===== config.mk =====
export PLATFORM = sky130hd
export DESIGN_NAME = lsu
export DESIGN_NICKNAME = d
export VERILOG_FILES = /design/src/rtl/lsu_pkg.sv /design/src/rtl/lsu_align.sv /design/src/rtl/lsu.sv
export SDC_FILE = /design/constraint.sdc
export NUM_CORES = 1
export LEC_CHECK = 0
export ABC_AREA = 1
export BUFFER_PORTS_ARGS = -buffer_cell sky130_fd_sc_hd__buf_2
export CAP_MARGIN = 10
export CELL_PAD_IN_SITES_DETAIL_PLACEMENT = 0
export CELL_PAD_IN_SITES_GLOBAL_PLACEMENT = 1
export CORE_MARGIN = 2
export CORE_UTILIZATION = 34
export CTS_BUF_LIST = sky130_fd_sc_hd__clkbuf_16
export DETAILED_ROUTE_END_ITERATION = 7
export PLACE_DENSITY_LB_ADDON = 0.1
export SLEW_MARGIN = 40
export SYNTH_ARGS = -nofsm -noshare
export SYNTH_HDL_FRONTEND = slang
export SYNTH_SLANG_ARGS = --single-unit

===== constraint.sdc =====
create_clock -name clk -period 1.7 [get_ports clk]
set_input_delay 0.17 -clock clk [delete_from_list [all_inputs] [get_ports clk]]
set_output_delay 0.17 -clock clk [all_outputs]
set_load 0.05 [all_outputs]

===== src/rtl/lsu_pkg.sv =====
// Shared constants and types for the load/store unit: access encodings,
// FSM state encoding and the registered load context.
package lsu_pkg;

    localparam int unsigned CPU_WIDTH             = 32;
    localparam int unsigned MEM_ACCESS_TYPE_WIDTH = 2;
    localparam int unsigned MEM_ACCESS_SIZE_WIDTH = 2;
    localparam int unsigned STRB_WIDTH            = 4;

    localparam logic [MEM_ACCESS_TYPE_WIDTH-1:0] MEM_ACCESS_TYPE_NONE  = 2'b00;
    localparam logic [MEM_ACCESS_TYPE_WIDTH-1:0] MEM_ACCESS_TYPE_READ  = 2'b01;
    localparam logic [MEM_ACCESS_TYPE_WIDTH-1:0] MEM_ACCESS_TYPE_WRITE = 2'b10;

    localparam logic [MEM_ACCESS_SIZE_WIDTH-1:0] MEM_ACCESS_SIZE_NONE = 2'b00;
    localparam logic [MEM_ACCESS_SIZE_WIDTH-1:0] MEM_ACCESS_SIZE_BYTE = 2'b01;
    localparam logic [MEM_ACCESS_SIZE_WIDTH-1:0] MEM_ACCESS_SIZE_HALF = 2'b10;
    localparam logic [MEM_ACCESS_SIZE_WIDTH-1:0] MEM_ACCESS_SIZE_WORD = 2'b11;

    typedef enum logic [1:0] {
        LSU_IDLE = 2'b00,
        LSU_REQ  = 2'b01,
        LSU_WAIT = 2'b10,
        LSU_DONE = 2'b11
    } lsu_state_e;

    // Everything needed to extract and extend a load once the response lands.
    typedef struct packed {
        logic [1:0]                       off;
        logic [MEM_ACCESS_SIZE_WIDTH-1:0] size;
        logic                             sign;
    } ld_ctl_t;

endpackage


===== src/rtl/lsu_align.sv =====
// Combinational datapath: store lane replication and strobes, load lane
// extraction with sign/zero extension, and misaligned/illegal detection.
module lsu_align
    import lsu_pkg::*;
#(
    parameter int unsigned DATA_WIDTH = CPU_WIDTH
) (
    input  logic [1:0]                       off,
    input  logic [MEM_ACCESS_SIZE_WIDTH-1:0] size,
    input  logic [MEM_ACCESS_TYPE_WIDTH-1:0] access_type,
    input  logic [DATA_WIDTH-1:0]            wdata,
    input  ld_ctl_t                          ld_ctl,
    input  logic [DATA_WIDTH-1:0]            rdata,
    output logic [DATA_WIDTH-1:0]            st_wdata_c,
    output logic [STRB_WIDTH-1:0]            st_wstrb_c,
    output logic                             err_c,
    output logic [DATA_WIDTH-1:0]            ld_data_c
);

    logic [7:0]  byte_val;
    logic [15:0] half_val;
    logic        bad_size;

    // Store lanes; reads leave data and strobes at zero.
    always_comb begin
        st_wdata_c = '0;
        st_wstrb_c = '0;
        if (access_type == MEM_ACCESS_TYPE_WRITE) begin
            case (size)
                MEM_ACCESS_SIZE_BYTE: begin
                    st_wdata_c = {4{wdata[7:0]}};
                    st_wstrb_c = 4'b0001 << off;
                end
                MEM_ACCESS_SIZE_HALF: begin
                    st_wdata_c = {2{wdata[15:0]}};
                    st_wstrb_c = 4'b0011 << off;
                end
                MEM_ACCESS_SIZE_WORD: begin
                    st_wdata_c = wdata;
                    st_wstrb_c = 4'b1111;
                end
                default: ;
            endcase
        end
    end

    // A NONE-type request is never an error; the reserved type always is.
    always_comb begin
        bad_size = 1'b0;
        case (size)
            MEM_ACCESS_SIZE_NONE: bad_size = 1'b1;
            MEM_ACCESS_SIZE_HALF: bad_size = off[0];
            MEM_ACCESS_SIZE_WORD: bad_size = (off != 2'b00);
            default:              bad_size = 1'b0;
        endcase
        err_c = (access_type != MEM_ACCESS_TYPE_NONE) &&
                (bad_size || (access_type == 2'b11));
    end

    assign byte_val = rdata[{ld_ctl.off, 3'b000} +: 8];
    assign half_val = rdata[{ld_ctl.off[1], 4'b0000} +: 16];

    always_comb begin
        ld_data_c = '0;
        case (ld_ctl.size)
            MEM_ACCESS_SIZE_BYTE: ld_data_c = {{(DATA_WIDTH-8){ld_ctl.sign & byte_val[7]}}, byte_val};
            MEM_ACCESS_SIZE_HALF: ld_data_c = {{(DATA_WIDTH-16){ld_ctl.sign & half_val[15]}}, half_val};
            MEM_ACCESS_SIZE_WORD: ld_data_c = rdata;
            default:              ld_data_c = '0;
        endcase
    end

endmodule


===== src/rtl/lsu.sv =====
// Load/store unit: accepts one access from execute, runs a single aligned
// word transaction on the data bus and returns the extended load result.
module lsu
    import lsu_pkg::*;
#(
    parameter int unsigned ADDR_WIDTH = 32,
    parameter int unsigned DATA_WIDTH = CPU_WIDTH
) (
    input  logic                             clk,
    input  logic                             rst_n,
    input  logic                             lsu_req_valid,
    output logic                             lsu_req_ready,
    input  logic [MEM_ACCESS_TYPE_WIDTH-1:0] mem_access_type,
    input  logic [MEM_ACCESS_SIZE_WIDTH-1:0] mem_access_size,
    input  logic                             mem_sign_ext,
    input  logic [ADDR_WIDTH-1:0]            lsu_addr,
    input  logic [DATA_WIDTH-1:0]            lsu_wdata,
    output logic                             lsu_done,
    output logic [DATA_WIDTH-1:0]            lsu_rdata,
    output logic                             lsu_err,
    output logic                             bus_req_valid,
    input  logic                             bus_req_ready,
    output logic                             bus_we,
    output logic [ADDR_WIDTH-1:0]            bus_addr,
    output logic [DATA_WIDTH-1:0]            bus_wdata,
    output logic [STRB_WIDTH-1:0]            bus_wstrb,
    input  logic                             bus_rsp_valid,
    input  logic [DATA_WIDTH-1:0]            bus_rdata
);

    lsu_state_e state_q, state_d;
    ld_ctl_t    ld_ctl_q, ld_ctl_d;

    logic                  accept;
    logic                  align_err_c;
    logic [DATA_WIDTH-1:0] st_wdata_c;
    logic [STRB_WIDTH-1:0] st_wstrb_c;
    logic [DATA_WIDTH-1:0] ld_data_c;

    logic                  done_d, err_d, bus_req_valid_d, bus_we_d;
    logic [DATA_WIDTH-1:0] rdata_d, bus_wdata_d;
    logic [ADDR_WIDTH-1:0] bus_addr_d;
    logic [STRB_WIDTH-1:0] bus_wstrb_d;

    assign lsu_req_ready = (state_q == LSU_IDLE);
    assign accept        = lsu_req_valid && lsu_req_ready &&
                           (mem_access_type != MEM_ACCESS_TYPE_NONE);

    lsu_align #(
        .DATA_WIDTH (DATA_WIDTH)
    ) u_align (
        .off         (lsu_addr[1:0]),
        .size        (mem_access_size),
        .access_type (mem_access_type),
        .wdata       (lsu_wdata),
        .ld_ctl      (ld_ctl_q),
        .rdata       (bus_rdata),
        .st_wdata_c  (st_wdata_c),
        .st_wstrb_c  (st_wstrb_c),
        .err_c       (align_err_c),
        .ld_data_c   (ld_data_c)
    );

    always_ff @(posedge clk or negedge rst_n) begin
        if (!rst_n) begin
            state_q       <= LSU_IDLE;
            ld_ctl_q      <= '0;
            lsu_done      <= 1'b0;
            lsu_err       <= 1'b0;
            lsu_rdata     <= '0;
            bus_req_valid <= 1'b0;
            bus_we        <= 1'b0;
            bus_addr      <= '0;
            bus_wdata     <= '0;
            bus_wstrb     <= '0;
        end else begin
            state_q       <= state_d;
            ld_ctl_q      <= ld_ctl_d;
            lsu_done      <= done_d;
            lsu_err       <= err_d;
            lsu_rdata     <= rdata_d;
            bus_req_valid <= bus_req_valid_d;
            bus_we        <= bus_we_d;
            bus_addr      <= bus_addr_d;
            bus_wdata     <= bus_wdata_d;
            bus_wstrb     <= bus_wstrb_d;
        end
    end

    always_comb begin
        state_d = state_q;
        case (state_q)
            LSU_IDLE: if (accept && !align_err_c) state_d = LSU_REQ;
            LSU_REQ:  if (bus_req_ready)          state_d = LSU_WAIT;
            LSU_WAIT: if (bus_rsp_valid)          state_d = LSU_DONE;
            LSU_DONE:                             state_d = LSU_IDLE;
            default:                              state_d = LSU_IDLE;
        endcase
    end

    // Next values of the registered outputs; bus fields hold until the next accept.
    always_comb begin
        done_d          = 1'b0;
        err_d           = 1'b0;
        rdata_d         = lsu_rdata;
        bus_req_valid_d = bus_req_valid;
        bus_we_d        = bus_we;
        bus_addr_d      = bus_addr;
        bus_wdata_d     = bus_wdata;
        bus_wstrb_d     = bus_wstrb;
        ld_ctl_d        = ld_ctl_q;
        case (state_q)
            LSU_IDLE: begin
                if (accept) begin
                    if (align_err_c) begin
                        err_d = 1'b1;
                    end else begin
                        bus_req_valid_d = 1'b1;
                        bus_we_d        = (mem_access_type == MEM_ACCESS_TYPE_WRITE);
                        bus_addr_d      = {lsu_addr[ADDR_WIDTH-1:2], 2'b00};
                        bus_wdata_d     = st_wdata_c;
                        bus_wstrb_d     = st_wstrb_c;
                        ld_ctl_d        = '{off: lsu_addr[1:0], size: mem_access_size,
                                            sign: mem_sign_ext};
                    end
                end
            end
            LSU_REQ: begin
                if (bus_req_ready) bus_req_valid_d = 1'b0;
            end
            LSU_WAIT: begin
                if (bus_rsp_valid) begin
                    done_d  = 1'b1;
                    rdata_d = bus_we ? '0 : ld_data_c;
                end
            end
            default: ;
        endcase
    end

endmodule


======== Word level (Yosys, flattened, before mapping) ========
Index checks and enable logic that the tools add are counted.
storage, ports and cells
  register bits ........................... 109
  output and inout bits ................... 105
  logic and storage cells ................. 70
operators by class
  eq/ne operators ......................... 16
  shift-type cells ........................ 4
  mux-type cells .......................... 20
  bitwise operators ....................... 3
  reductions and logical operators ........ 15
operators with widths
  operator             number
  $pmux 32 s3          2
  $mux 32              2
  $shiftx 32x6->16     1
  $shiftx 32x6->8      1
  $eq 2x2->1 const B   8
  $pmux 4 s3           1
  $mux 1               8
  $pmux 2 s4           1
  $eq 2x1->1 const B   3
  $mux 2               3
  $ne 2x2->1 const B   3
  $reduce_and 3->1     2
  $reduce_bool 2->1    3
  $logic_and 1x1->1    4
  $logic_not 2->1      2
  $mux 4               1
  $ne 2x1->1 const B   2
  $reduce_and 4->1     1
  $shl 1x2->4 const A  1
  $shl 2x2->4 const A  1
  $pmux 1 s3           1
  $and 1x1->1          2
  $pmux 1 s2           1
  $reduce_and 2->1     1
  3 further kinds      3

======== Depth between registers and ports, before layout ========
  word-level depth ........................ 8
  mapped depth ............................ 11
  depth with buffers taken out ............ 10

======== By module ========
From an unflattened synthesis, not the netlist that was laid out.
unflattened totals
  cell total of the unflattened synthesis .. 838
  area total of the unflattened synthesis .. 5941.9 um^2
modules (own cells, without submodules)
  module     instances  cells each  area an instance (um^2)  sequential area each (um^2)
  lsu        1          488         4379.2                   2727.6
  lsu_align  1          350         1562.7                   0.0

======== Worst setup path after synthesis ========
OpenSTA, ideal clock, no wires.
  path kind ............................... register -> register
  start ................................... register state_q[0]
  end ..................................... register state_q[0]
  library setup time ...................... 117 ps
  data arrival time ....................... 1864 ps
  data required time ...................... 1583 ps
  slack ................................... -281 ps
  cell stages (with the launch flop) ...... 11
  cells stage by stage .................... dfrtp_1 inv_1 ha_1 nand2_1 a21oi_1 nand3_2 buf_2 nand2_1 nand3_1 nand2_1 nand2_1
on the way
  longest elaborated chain between the ends .. 6
RTL lines
  what                            line       text
  from (decl)                     lsu.sv:31  lsu_state_e state_q, state_d;
  from (signal assigned)          lsu.sv:77  state_q <= state_d;
  $logic_not 2->1 (*)             lsu.sv:45  assign lsu_req_ready = (state_q == LSU_IDLE);
  named net lsu_req_ready         lsu.sv:12  output logic lsu_req_ready,
  $logic_and 1x1->1 (2 in a row)  lsu.sv:46  assign accept = lsu_req_valid && lsu_req_ready &&
  $logic_and 1x1->1               lsu.sv:93  LSU_IDLE: if (accept && !align_err_c) state_d = LSU_REQ;
  $ne 2x1->1 (no line)            -
  $reduce_and 3->1 (no line)      -
Mark *: on every way through the listed nets, which the timed path passes. The rest lies on a longest branch.
A chain may end at the register's enable or synchronous reset.

======== Final worst setup path ========
  start ................................... register state_q[0]
  end ..................................... output port lsu_req_ready
on the way
  longest elaborated chain between the ends .. 1
RTL lines
  what             line
  $logic_not 2->1  lsu.sv:45
  to (decl)        lsu.sv:12
No other way between the ends.

==> run metrics <==
initial antenna violation count=1; P per Cell Area=1953 nW/um^2; Synth Warn #=0; RSZ-0062 raised after global routing=yes; CP max stage delay=0.41 ns; Arr. time, crit path=1.42 ns; clk sinks=109; DRT Pass-1 Iters=5; Routed wire per std cell=14.01 um; vias=5619; Final Hold Vio Count=0; WS Path Type=reg2out; syn_area_per_cell=7.218 um^2; vias in the first global route=5382; crit path cell chain=inv_2 -> ha_4 -> buf_4 -> buf_2; CTS tree=yes; Die ar.=17410 um^2; layout cells sized above 1=0.2669; pin count of the biggest net entering global routing=57; worst path required time=1.53 ns; DR vias/cell=4.602; first-pass GRT wire length=27.49 mm; Max Clock Freq=629.5 MHz; H-tree Lvls=3; Worst Setup End Kind=primary output; drt drc=0; mapped cell area=5565 um^2; dpl ws=0.05958 ns; Top Ports=211; synth unique cells=26; Initial Utilization=0.3491; final RePlAce weighted congestion=0.7978; worst skew pair latency=0.35 ns; Final Setup Violations=0; status=complete, no violations; core box area=15940 um^2; Worst Slack Setup Final=0.1115 ns; Die Wd=131.9 um; cell count after synthesis=771; Core Util, Final=0.4712; Leak=4.477 nW; maximum VDD drop=0.7335 mV; Yosys reg bits=109; Post-Route WL=17.11 mm; Worst Path Buf+Inv=3; Crit Path Max Fanout=6; Antenna Nets Post-Route=0; Die Y=131.9 um; Critical-path top delay cell=dfrtp_1; GRT Util Overall=0.1968; IO buf count=208; Post-DP Area=7024 um^2; Final Cycle Share=0.9344; final slew viol count=0; CTS max path bufs=2; total global routing overflow=0; CP startpoint kind=register; fin crit period=1.588 ns; Worst-path clk slew=0.08 ns; initial DRC count=263; CTS root buffer=clkbuf_16; Nets=1113; Row Count=46; finished layout cell area=7512 um^2; R2R Setup Slk=0.14 ns; crit-path leading delay family=buffers and inverters; setup_tns=0 ns; DP HPWL=12.56 mm; Seq/Total Area, Yosys=0.4901; Worst Skew=0.005034 ns; CTS Buf Count=9; Worst Hold Class=in2reg; Max Cap Violations=0; Area Growth Syn to Fin=34.98%
[synth_stat cells, drive strengths merged]
| master | n | share of area |
|---|---|---|
| nand2 | 399 | 0.27 |
| dfrtp | 109 | 0.49 |
| o21ai | 95 | 0.085 |
| inv | 67 | 0.045 |
| buf | 22 | 0.023 |
| clkbuf | 17 | 0.011 |
| nand3 | 16 | 0.016 |
| nor2 | 10 | 0.0085 |
| a22oi | 8 | 0.011 |
| a31oi | 8 | 0.0090 |
| ha | 8 | 0.018 |
| a21oi | 3 | 0.0027 |
| nand4 | 3 | 0.0034 |
| or2 | 2 | 0.0022 |
| clkinv | 1 | 0.00067 |
| conb | 1 | 0.00067 |
| nor3 | 1 | 0.00090 |
| o21a | 1 | 0.0013 |
[area by class of cell]
type / count / area, um^2
multi-input cells: 556 / 2415
repair buffers: 255 / 1543
inverters: 68 / 255.2
clock inverters: 7 / 73.82
well taps: 216 / 270.3
diodes: 1 / 2.502
flip-flops and latches: 109 / 2728
fillers: 1700 / 8431
clock buffers: 9 / 225.2
[worst paths after layout]
| check | endpoint | cells after the start | startpoint |
|---|---|---|---|
| hold reg to reg | lsu_rdata[1]$_DFFE_PN0P_ | 2 | lsu_rdata[1]$_DFFE_PN0P_ |
| max in group asynchronous | bus_wdata[19]$_DFFE_PN0P_ | 3 | rst_n |
| setup reg to reg | bus_wdata[12]$_DFFE_PN0P_ | 9 | state_q[0]$_DFFE_PN0P_ |
| min in group asynchronous | lsu_rdata[3]$_DFFE_PN0P_ | 2 | rst_n |
| hold / removal | bus_addr[14]$_DFFE_PN0P_ | 3 | lsu_addr[14] |
| setup / recovery | lsu_req_ready | 4 | state_q[0]$_DFFE_PN0P_ |
[worst register-to-register path, cell delays in order (launching register included)]
cell and delay, ns:
dfrtp_1 0.41, inv_2 0.10, ha_4 0.14, nand2_1 0.04, a21oi_1 0.14, nand3_2 0.13
inv_2 0.11, nand2_2 0.06, buf_12 0.17, o21ai_0 0.17
[cells by family after synthesis]
kind of cell,share of synthesized area
AND/OR/NAND/NOR,0.3013
AO/OA/AOI/OAI,0.1093
adder cells (fa/ha/maj),0.01799
buffers and inverters,0.08071
other,0.0006738
flip-flops,0.4901
[layout by cell type (no fill, tap or decap), drive strengths merged, types with 3 or more instances in the layout]
master / synthesis / routed
inv: 67 / 70
a31oi: 8 / 8
o21ai: 95 / 95
dfrtp: 109 / 109
nand4: 3 / 3
clkbuf: 17 / 9
dlygate4sd3: 0 / 17
a22oi: 8 / 8
nand3: 16 / 16
buf: 22 / 238
ha: 8 / 8
nor2: 10 / 10
a21oi: 3 / 3
nand2: 399 / 399
[where the power goes]
part | internal, mW | leakage (nW) | switching, mW
clock network | 1.15 | 0.145 | 1.03
registers | 3.70 | 1.44 | 0.642
logic | 2.02 | 2.89 | 6.13
total | 6.87 | 4.48 | 7.80
[layer usage]
layer  vias to the layer above  share of wire  wire length (um)  track usage
li1                       2842              -                 -            -
met2                       160           0.48              8251       0.3296
met1                      2595           0.44              7566       0.2516
met3                        22          0.051               869      0.03614
met5                         -              0                 0            0
met4                         0          0.025               422      0.07911
[state kept, by name (all words and copies together), names as in the netlist]
register       cells
bus_addr          30
ld_ctl_q           5
lsu_done           1
bus_wstrb          4
bus_wdata         32
state_q            2
bus_we             1
lsu_err            1
lsu_rdata         32
bus_req_valid      1
[through the flow]
stage / cells / power [mW] / hold WS (ns)
2_1_floorplan: 772 / 10.36 / -0.1256
3_3_place_gp: 1186 / 12.52 / 0.05493
3_5_place_dp: 1186 / 12.57 / 0.05456
4_1_cts: 1219 / 14.82 / 0.001219
5_1_grt: 1220 / 15.64 / 0.01176
6_report: 1221 / 14.67 / 0.01326
[timing repair]
item / in CTS / in global routing
hold buffers: 17 / 0
setup endpoints to repair: 0 / 58
buffers inserted: 0 / 1
gates resized for setup: 0 / 6
endpoints found under the hold margin: 69 / 0
Note: power is estimated with default switching activity, not from simulation.
